`src/rtl/bch_pkg.sv`:
```
// Shared constants and FSM state encoding for the BCH(15,7) encoder sequencer.
package bch_pkg;

  localparam int BCH_K = 7;
  localparam int BCH_N = 15;
  localparam int BCH_P = 8;

  // g(x) = x^8 + x^7 + x^6 + x^4 + 1
  localparam logic [BCH_P:0] BCH_GEN = 9'h1D1;

  typedef enum logic [2:0] {
    ST_IDLE,
    ST_CLR,
    ST_SHIFT,
    ST_WAIT,
    ST_OUT
  } state_t;

endpackage

```
`src/rtl/encoder.sv`:
```
// Serial systematic BCH(15,7) parity LFSR; takes K bits MSB first, raises o_done once all are in.
module encoder
  import bch_pkg::*;
(
  input  logic             i_clk,
  input  logic             i_rst_n,
  input  logic             i_m,
  input  logic             i_dv,
  output logic [BCH_P-1:0] o_parity,
  output logic             o_done
);

  logic [BCH_P-1:0] par_reg;
  logic [2:0]       cnt_reg;
  logic             done_reg;
  logic             fb;

  assign fb = i_m ^ par_reg[BCH_P-1];

  always_ff @(posedge i_clk) begin
    if (!i_rst_n) begin
      par_reg  <= '0;
      cnt_reg  <= '0;
      done_reg <= 1'b0;
    end else if (i_dv && !done_reg) begin
      // Division remainder of m(x)*x^8 by g(x), one message bit per cycle
      par_reg <= {par_reg[BCH_P-2:0], 1'b0} ^ (fb ? BCH_GEN[BCH_P-1:0] : '0);
      cnt_reg <= cnt_reg + 3'd1;
      if (cnt_reg == 3'(BCH_K - 1)) begin
        done_reg <= 1'b1;
      end
    end
  end

  assign o_parity = par_reg;
  assign o_done   = done_reg;

endmodule

```
`src/rtl/bch_enc_ctrl.sv`:
```
// Handshake sequencer around the serial BCH(15,7) encoder.
// Optional WAIT-state watchdog enabled by defining BCH_ENC_CTRL_TIMEOUT_EN.
module bch_enc_ctrl
  import bch_pkg::*;
#(
  parameter int DONE_TIMEOUT = 16
) (
  input  logic             i_clk,
  input  logic             i_rst,
  input  logic [BCH_K-1:0] i_msg,
  input  logic             i_msg_valid,
  output logic             o_msg_ready,
  output logic [BCH_N-1:0] o_cw,
  output logic             o_cw_valid,
  input  logic             i_cw_ready,
  output logic             o_busy,
  output logic             o_err
);

  if (DONE_TIMEOUT < 1) begin : g_bad_timeout
    $error("DONE_TIMEOUT must be at least 1");
  end

  state_t           state_reg, state_next;
  logic [BCH_K-1:0] msg_reg;
  logic [2:0]       cnt_reg;
  logic [BCH_N-1:0] cw_reg;
  logic             ready_reg;
  logic             err_reg;
  logic             timeout;

  logic             enc_rst_n;
  logic             enc_dv;
  logic             enc_m;
  logic [BCH_P-1:0] enc_parity;
  logic             enc_done;

  // Encoder is cleared for the single CLR cycle before every word
  assign enc_rst_n = ~(i_rst | (state_reg == ST_CLR));
  assign enc_dv    = (state_reg == ST_SHIFT) && !i_rst;
  assign enc_m     = enc_dv ? msg_reg[3'(BCH_K - 1) - cnt_reg] : 1'b0;

  encoder u_enc (
    .i_clk    (i_clk),
    .i_rst_n  (enc_rst_n),
    .i_m      (enc_m),
    .i_dv     (enc_dv),
    .o_parity (enc_parity),
    .o_done   (enc_done)
  );

`ifdef BCH_ENC_CTRL_TIMEOUT_EN
  localparam int WAIT_W = $clog2(DONE_TIMEOUT + 1);
  logic [WAIT_W-1:0] wait_cnt_reg;

  always_ff @(posedge i_clk) begin
    if (i_rst || state_reg != ST_WAIT) begin
      wait_cnt_reg <= '0;
    end else begin
      wait_cnt_reg <= wait_cnt_reg + 1'b1;
    end
  end

  assign timeout = (state_reg == ST_WAIT) && !enc_done &&
                   (wait_cnt_reg == WAIT_W'(DONE_TIMEOUT - 1));
`else
  assign timeout = 1'b0;
`endif

  always_comb begin
    state_next = state_reg;
    case (state_reg)
      ST_IDLE:  if (i_msg_valid && ready_reg) state_next = ST_CLR;
      ST_CLR:   state_next = ST_SHIFT;
      ST_SHIFT: if (cnt_reg == 3'(BCH_K - 1)) state_next = ST_WAIT;
      ST_WAIT: begin
        if (enc_done) state_next = ST_OUT;
        else if (timeout) state_next = ST_IDLE;
      end
      ST_OUT:   if (i_cw_ready) state_next = ST_IDLE;
      default:  state_next = ST_IDLE;
    endcase
  end

  always_ff @(posedge i_clk) begin
    if (i_rst) begin
      state_reg <= ST_IDLE;
      msg_reg   <= '0;
      cnt_reg   <= '0;
      cw_reg    <= '0;
      ready_reg <= 1'b0;
      err_reg   <= 1'b0;
    end else begin
      state_reg <= state_next;
      // Ready is registered so it stays low during the reset cycle itself
      ready_reg <= (state_next == ST_IDLE);
      err_reg   <= timeout;
      if (state_reg == ST_IDLE && i_msg_valid && ready_reg) begin
        msg_reg <= i_msg;
      end
      if (state_reg == ST_CLR) begin
        cnt_reg <= '0;
      end else if (state_reg == ST_SHIFT) begin
        cnt_reg <= cnt_reg + 3'd1;
      end
      if (state_reg == ST_WAIT && enc_done) begin
        cw_reg <= {msg_reg, enc_parity};
      end
    end
  end

  assign o_msg_ready = ready_reg;
  assign o_cw        = cw_reg;
  assign o_cw_valid  = (state_reg == ST_OUT);
  assign o_busy      = (state_reg != ST_IDLE);
  assign o_err       = err_reg;

endmodule

```
`config.mk`:
```
export PLATFORM = sky130hd
export DESIGN_NAME = bch_enc_ctrl
export DESIGN_NICKNAME = d
export VERILOG_FILES = /design/src/rtl/bch_pkg.sv /design/src/rtl/encoder.sv /design/src/rtl/bch_enc_ctrl.sv
export SDC_FILE = /design/constraint.sdc
export NUM_CORES = 1
export LEC_CHECK = 0
export CAP_MARGIN = 20
export CORE_UTILIZATION = 48
export CTS_BUF_LIST = sky130_fd_sc_hd__clkbuf_8 sky130_fd_sc_hd__clkbuf_16
export DETAILED_ROUTE_END_ITERATION = 6
export PLACE_DENSITY = 0.84
export REMOVE_ABC_BUFFERS = 1
export SKIP_LAST_GASP = 1
export SLEW_MARGIN = 10
export SYNTH_ARGS = -nofsm -noshare
export SYNTH_HDL_FRONTEND = slang
export SYNTH_SLANG_ARGS = --single-unit
```
`constraint.sdc`:
```
create_clock -name i_clk -period 3.3 [get_ports i_clk]
set_clock_uncertainty 0.2 [all_clocks]
set_input_delay 0.66 -clock i_clk [delete_from_list [all_inputs] [get_ports i_clk]]
set_output_delay 0.66 -clock i_clk [all_outputs]
set_load 0.03 [all_outputs]
```
-- Word-level counts from Yosys, hierarchy flattened
Cells that the tools add are included.
- output and inout bits: 19
- logic and storage cells: 43
- memory bits (read-only): 0
- flip-flop bits (word level): 41
- input bits: 11
- memories kept: 0
- bits in writable memories: 0
- latch bits: 0
- div/mod/pow operators: 0
- bitwise gates (word level): 3
- $lt $le $gt $ge: 1
- shift-type cells: 0
- reductions and logical operators: 13
- eq/ne operators: 6
- muxes and demuxes: 9
- $add $sub $neg: 3
- multiply operators: 0
- operators by type and width (cell ; count):
    3-bit case mux with 5 select lines ; 1
    3-bit two-way mux ; 4
    3-bit == test (second input constant) ; 3
    8-bit two-way mux ; 1
    8-bit XOR ; 1
    3-bit by 1-bit adder with 3-bit output (second input constant) ; 2
    3-bit by 2-bit == test with 1-bit output (second input constant) ; 2
    1-bit logical AND ; 6
    3-bit logical NOT ; 2
    3-bit by 4-bit < comparator with 1-bit output (second input constant) ; 1
    1-bit binary-select mux with 3-bit select ; 1
    3-bit by 1-bit == test with 1-bit output (second input constant) ; 1
    3-bit nonzero test ; 1
    3-bit subtractor (first input constant) ; 1
    1-bit logical NOT ; 2
    1-bit two-way mux ; 2
    2-bit AND reduction ; 1
    2-bit OR reduction ; 1
    1-bit OR ; 1
    1-bit XOR ; 1

-- Longest topological paths before layout
- word-level depth: 7
- depth in mapped cells: 7
- gate-level depth less buffers: 7

-- Cells and area by module
A second synthesis with hierarchy kept.
- cells, all modules: 216
- area total of the unflattened synthesis: 1853.0 um2
- modules (own cells, without submodules) (module ; cells an instance ; seq. area each (um2) ; area each (um2) ; instances):
    bch_enc_ctrl ; 159 ; 580.6 ; 1322.5 ; 1
    encoder ; 57 ; 240.2 ; 530.5 ; 1

-- Worst setup path before layout
OpenSTA, ideal clock, no wires.
- kind: flip-flop to flip-flop
- from: register cnt_reg[0]
- to: register u_enc.par_reg[4], in the netlist u_enc.o_parity[4]
- setup time: 70 ps
- cell stages (with the launch flop): 8
- buffers on the path: 0
- arrival time: 1775 ps
- clock period less this slack: 2045 ps
- required time: 3030 ps
- path slack: 1255 ps
- cell sequence: dfxtp_1 > inv_1 > ha_1 > mux4_2 > or2_4 > nand2_2 > xor3_1 > a21oi_1
- longest elaborated chain between the ends: 7
- ends and longest elaborated chain (item ; RTL line ; source):
    start: declaration ; bch_enc_ctrl.sv:26 ; logic [2:0] cnt_reg;
    start signal: assignment ; bch_enc_ctrl.sv:104 ; cnt_reg <= cnt_reg + 3'd1;
    3-bit subtractor ; bch_enc_ctrl.sv:41 ; assign enc_m = enc_dv ? msg_reg[3'(BCH_K - 1) - cnt_reg] : 1'b0;
    1-bit binary-select mux with 3-bit select ; bch_enc_ctrl.sv:41 ;
    1-bit two-way mux (not written as such) ; bch_enc_ctrl.sv:41 ;
    1-bit two-way mux ; bch_enc_ctrl.sv:41 ;
    1-bit XOR ; encoder.sv:18 ; assign fb = i_m ^ par_reg[BCH_P-1];
    8-bit two-way mux ; encoder.sv:27 ; par_reg <= {par_reg[BCH_P-2:0], 1'b0} ^ (fb ? BCH_GEN[BCH_P-1:0] : '0);
    8-bit XOR ; encoder.sv:27 ;
    end signal: assignment ; encoder.sv:27 ;
    end: declaration ; encoder.sv:13 ; logic [BCH_P-1:0] par_reg;
Every way passes these cells. The select of a mux whose other input is x is not followed.
A chain may end at the register's enable or synchronous reset.

-- Worst setup path in the final report
- from: register state_reg[0]
- to: output o_busy
- longest elaborated chain between the ends: 1
- ends and longest elaborated chain (item ; RTL line ; source):
    start: declaration ; bch_enc_ctrl.sv:24 ; state_t state_reg, state_next;
    start signal: assignment ; bch_enc_ctrl.sv:94 ; state_reg <= state_next;
    3-bit nonzero test ; bch_enc_ctrl.sv:115 ; assign o_busy = (state_reg != ST_IDLE);
    end: declaration ; bch_enc_ctrl.sv:16 ; output logic o_busy,
Every way passes these cells.

==> results.md <==
- Post-synth EDFFs: 0
- Avg Cell Area, Syn: 8.75 um^2
- Max reg flops: 15
- Yosys top cell by area: dfxtp_1
- # H-tree levels: 2
- Syn Std Cell Area: between 1500 and 2000 um^2
- Total routed wirelength: between 3000 and 4000 um
- Root Driver: clkbuf_8
- Crit. Startpoint: state_reg[0]
- Post-DP HPWL: 2230 um
- Post-CTS setup buffer count: 0
- Ant. Diodes: 0
- Maximum clock rate: 379 MHz
- Synth Area in Compound Gates: 0.126
- Ys Warns: 0
- Commonest non-fill, non-tap cells in the layout: nand2_1, dfxtp_1, clkdlybuf4s50_1
- Main flop type after synthesis: dfxtp_1
- Xor/xnor share of the synthesized area: 0.0477
- DR vias/cell: 5.15
- Final hold violations: 0
- Mux cell area share after synthesis: 0.0650
- Port buffer count: 28
- Die Area: 3850 um^2
- Core footprint: approximately 3400 um^2
- Synth area leaders: dfxtp_1, nand2_1, a21oi_1, mux2i_1, nor2_1
- RSZ-0062 raised after global routing: false
- Ys async rst share: 0
- Max-cap violations: 0
- Largest family of logic cells by synthesized area: simple AND/OR/NAND/NOR gates
- Final #Nets: 238
- Critical path capture point type: output port
- Hold-fix buffers, CTS: 0
- Grt ovf: 0
- CTS buffer count: 5
- Final-layout fill cell count: 286
- Routed Antenna Nets: 0
- Synthesis-stage register bit count: 41
- Worst-Skew Late Latency: around 290 ps
- Share of cells above drive strength 1: 0.0714
- Final WS setup: 664 ps
- Pwr Density: around 450 nW/um^2
- Initial antenna violation count: 0
- Worst-margin pin slew: 673 ps
- DP Worst Slack: roughly 670 ps
- Pin count of the biggest net entering global routing: 19
- Status: finished clean
- CTS max path bufs: 2
- Final Max Slew Viols: 0
- Vias in the first global route: 1,234
- Clk sinks: a little over 40
- Synth-to-Final Area Change: 23.0%
- Setup-failing EPs final: 0
- Crit share post-route: 0.799
- Synth unique cells: 37
- Setup_tns: 0 ps
- Slew HR: 0.550
- Min Tclk post-route: 2640 ps
- Starting density of the core: 0.511
- Yosys top cell area share: 0.474
- Worst EP arrival: ~1800 ps
- Worst min-delay path class: reg -> reg
- # IOs: 30
- Wire per inst: 12.2 um
- Hold path start: o_cw[12]
- CTS tree: done
- Vias: 1,390
- Sequential element share of the synthesized area: 0.474
- Total track usage: 0.198
- Die height: 62.1 um
- Most common cell after layout, fill and taps aside: nand2_1
- Reg-to-Reg Start: cnt_reg[0]
- Site row count: 21
- Crit path kind: reg -> out
- First-pass GRT wire length: 5440 um
- CTS clk-pin slew, worst paths: 80 ps
- Resized cells post-CTS: 0
- Die width: 62.1 um
- Initial DRT Pass Iterations: 4
- Worst Path Max Fanout: 10
- Static leakage: between 0.7 and 0.8 nW
- Adder-cell share of the synthesized area: 0.0289
- Placer Congestion: 0.802
- Worst Path Required: between 2000 and 2500 ps
- Crit path launch type: flop
- Simple-gate share of the synthesized area: 0.223
- Mapped Cells: 198
- VDD IR max: between 0.2 and 0.25 mV
- DRC: 0
- DRT iter0 DRCs: 72
final cells by class:
| cell class | instances | area [um^2] | area share |
|---|---|---|---|
| multi-input cells | 144 | 855 | 0.401 |
| flip-flops and latches | 41 | 821 | 0.385 |
| repair buffers | 29 | 288 | 0.135 |
| clock buffers | 7 | 96.3 | 0.0452 |
| well taps | 46 | 57.6 | 0.0270 |
| inverters | 2 | 7.51 | 0.00353 |
| clock inverters | 1 | 5.00 | 0.00235 |
metal layers:
layer  GRT usage  routed length [um]
met5           0                   0
met4      0.0921                  60
met3      0.0642                 104
met2       0.302                1580
met1       0.254                1550
synthesized netlist by cell type, types with 2 or more instances:
| master | number |
|---|---|
| a211oi_1 | 2 |
| a21oi_1 | 27 |
| and2_1 | 2 |
| and3_1 | 2 |
| buf_1 | 2 |
| buf_2 | 3 |
| clkbuf_1 | 5 |
| dfxtp_1 | 41 |
| ha_1 | 4 |
| inv_1 | 2 |
| mux2i_1 | 9 |
| nand2_1 | 46 |
| nand2_2 | 2 |
| nand3_1 | 3 |
| nand4b_1 | 3 |
| nor2_1 | 17 |
| o21ai_0 | 4 |
| or3_1 | 2 |
| xnor2_1 | 2 |
| xor2_1 | 2 |
| xor3_1 | 2 |
logic make-up (layout without fill, tap and decap cells):
logic type / after synthesis / after routing
multiplexers: 10 / 10
AND/OR/NAND/NOR: 84 / 84
buffers and inverters: 13 / 39
adder cells (fa/ha/maj): 4 / 4
other: 1 / 1
XOR/XNOR: 6 / 6
flip-flops: 41 / 41
AO/OA/AOI/OAI: 39 / 39
power by group:
part	total [W]	leakage, nW	switching, W	internal, W
Clock	0.000356	0.0542	0.000167	0.000189
Combinational	0.0000896	0.360	0.0000461	0.0000434
Sequential	0.000520	0.332	0.0000136	0.000507
Total	0.000966	0.746	0.000227	0.000739
final timing paths:
kind	end	slack, ps	cells past startpoint
max	o_busy	660	2
min reg2reg	o_cw[12]	250	2
max reg2reg	u_enc.o_parity[4]	1050	7
min	o_cw[12]	250	2
worst max-delay path, cell delays in order, from the launching register on:
cell	delay (ps)
dfxtp_1	400
or3_1	460
clkdlybuf4s50_1	620
through the flow:
| stage | hold WS [ps] | cell area [um^2] | total power, W | std cells | util |
|---|---|---|---|---|---|
| after floorplan | 235 | 1680 | 0.000586 | 187 | - |
| after global placement | 241 | 2030 | 0.000620 | 262 | 0.598 |
| after detailed placement | 246 | 2030 | 0.000621 | 262 | 0.598 |
| after CTS | 256 | 2130 | 0.000976 | 270 | 0.628 |
| after global routing | 282 | 2130 | 0.00101 | 270 | 0.628 |
| final | 254 | 2130 | 0.000966 | 270 | 0.628 |
Power figures use the tool's default switching activity.
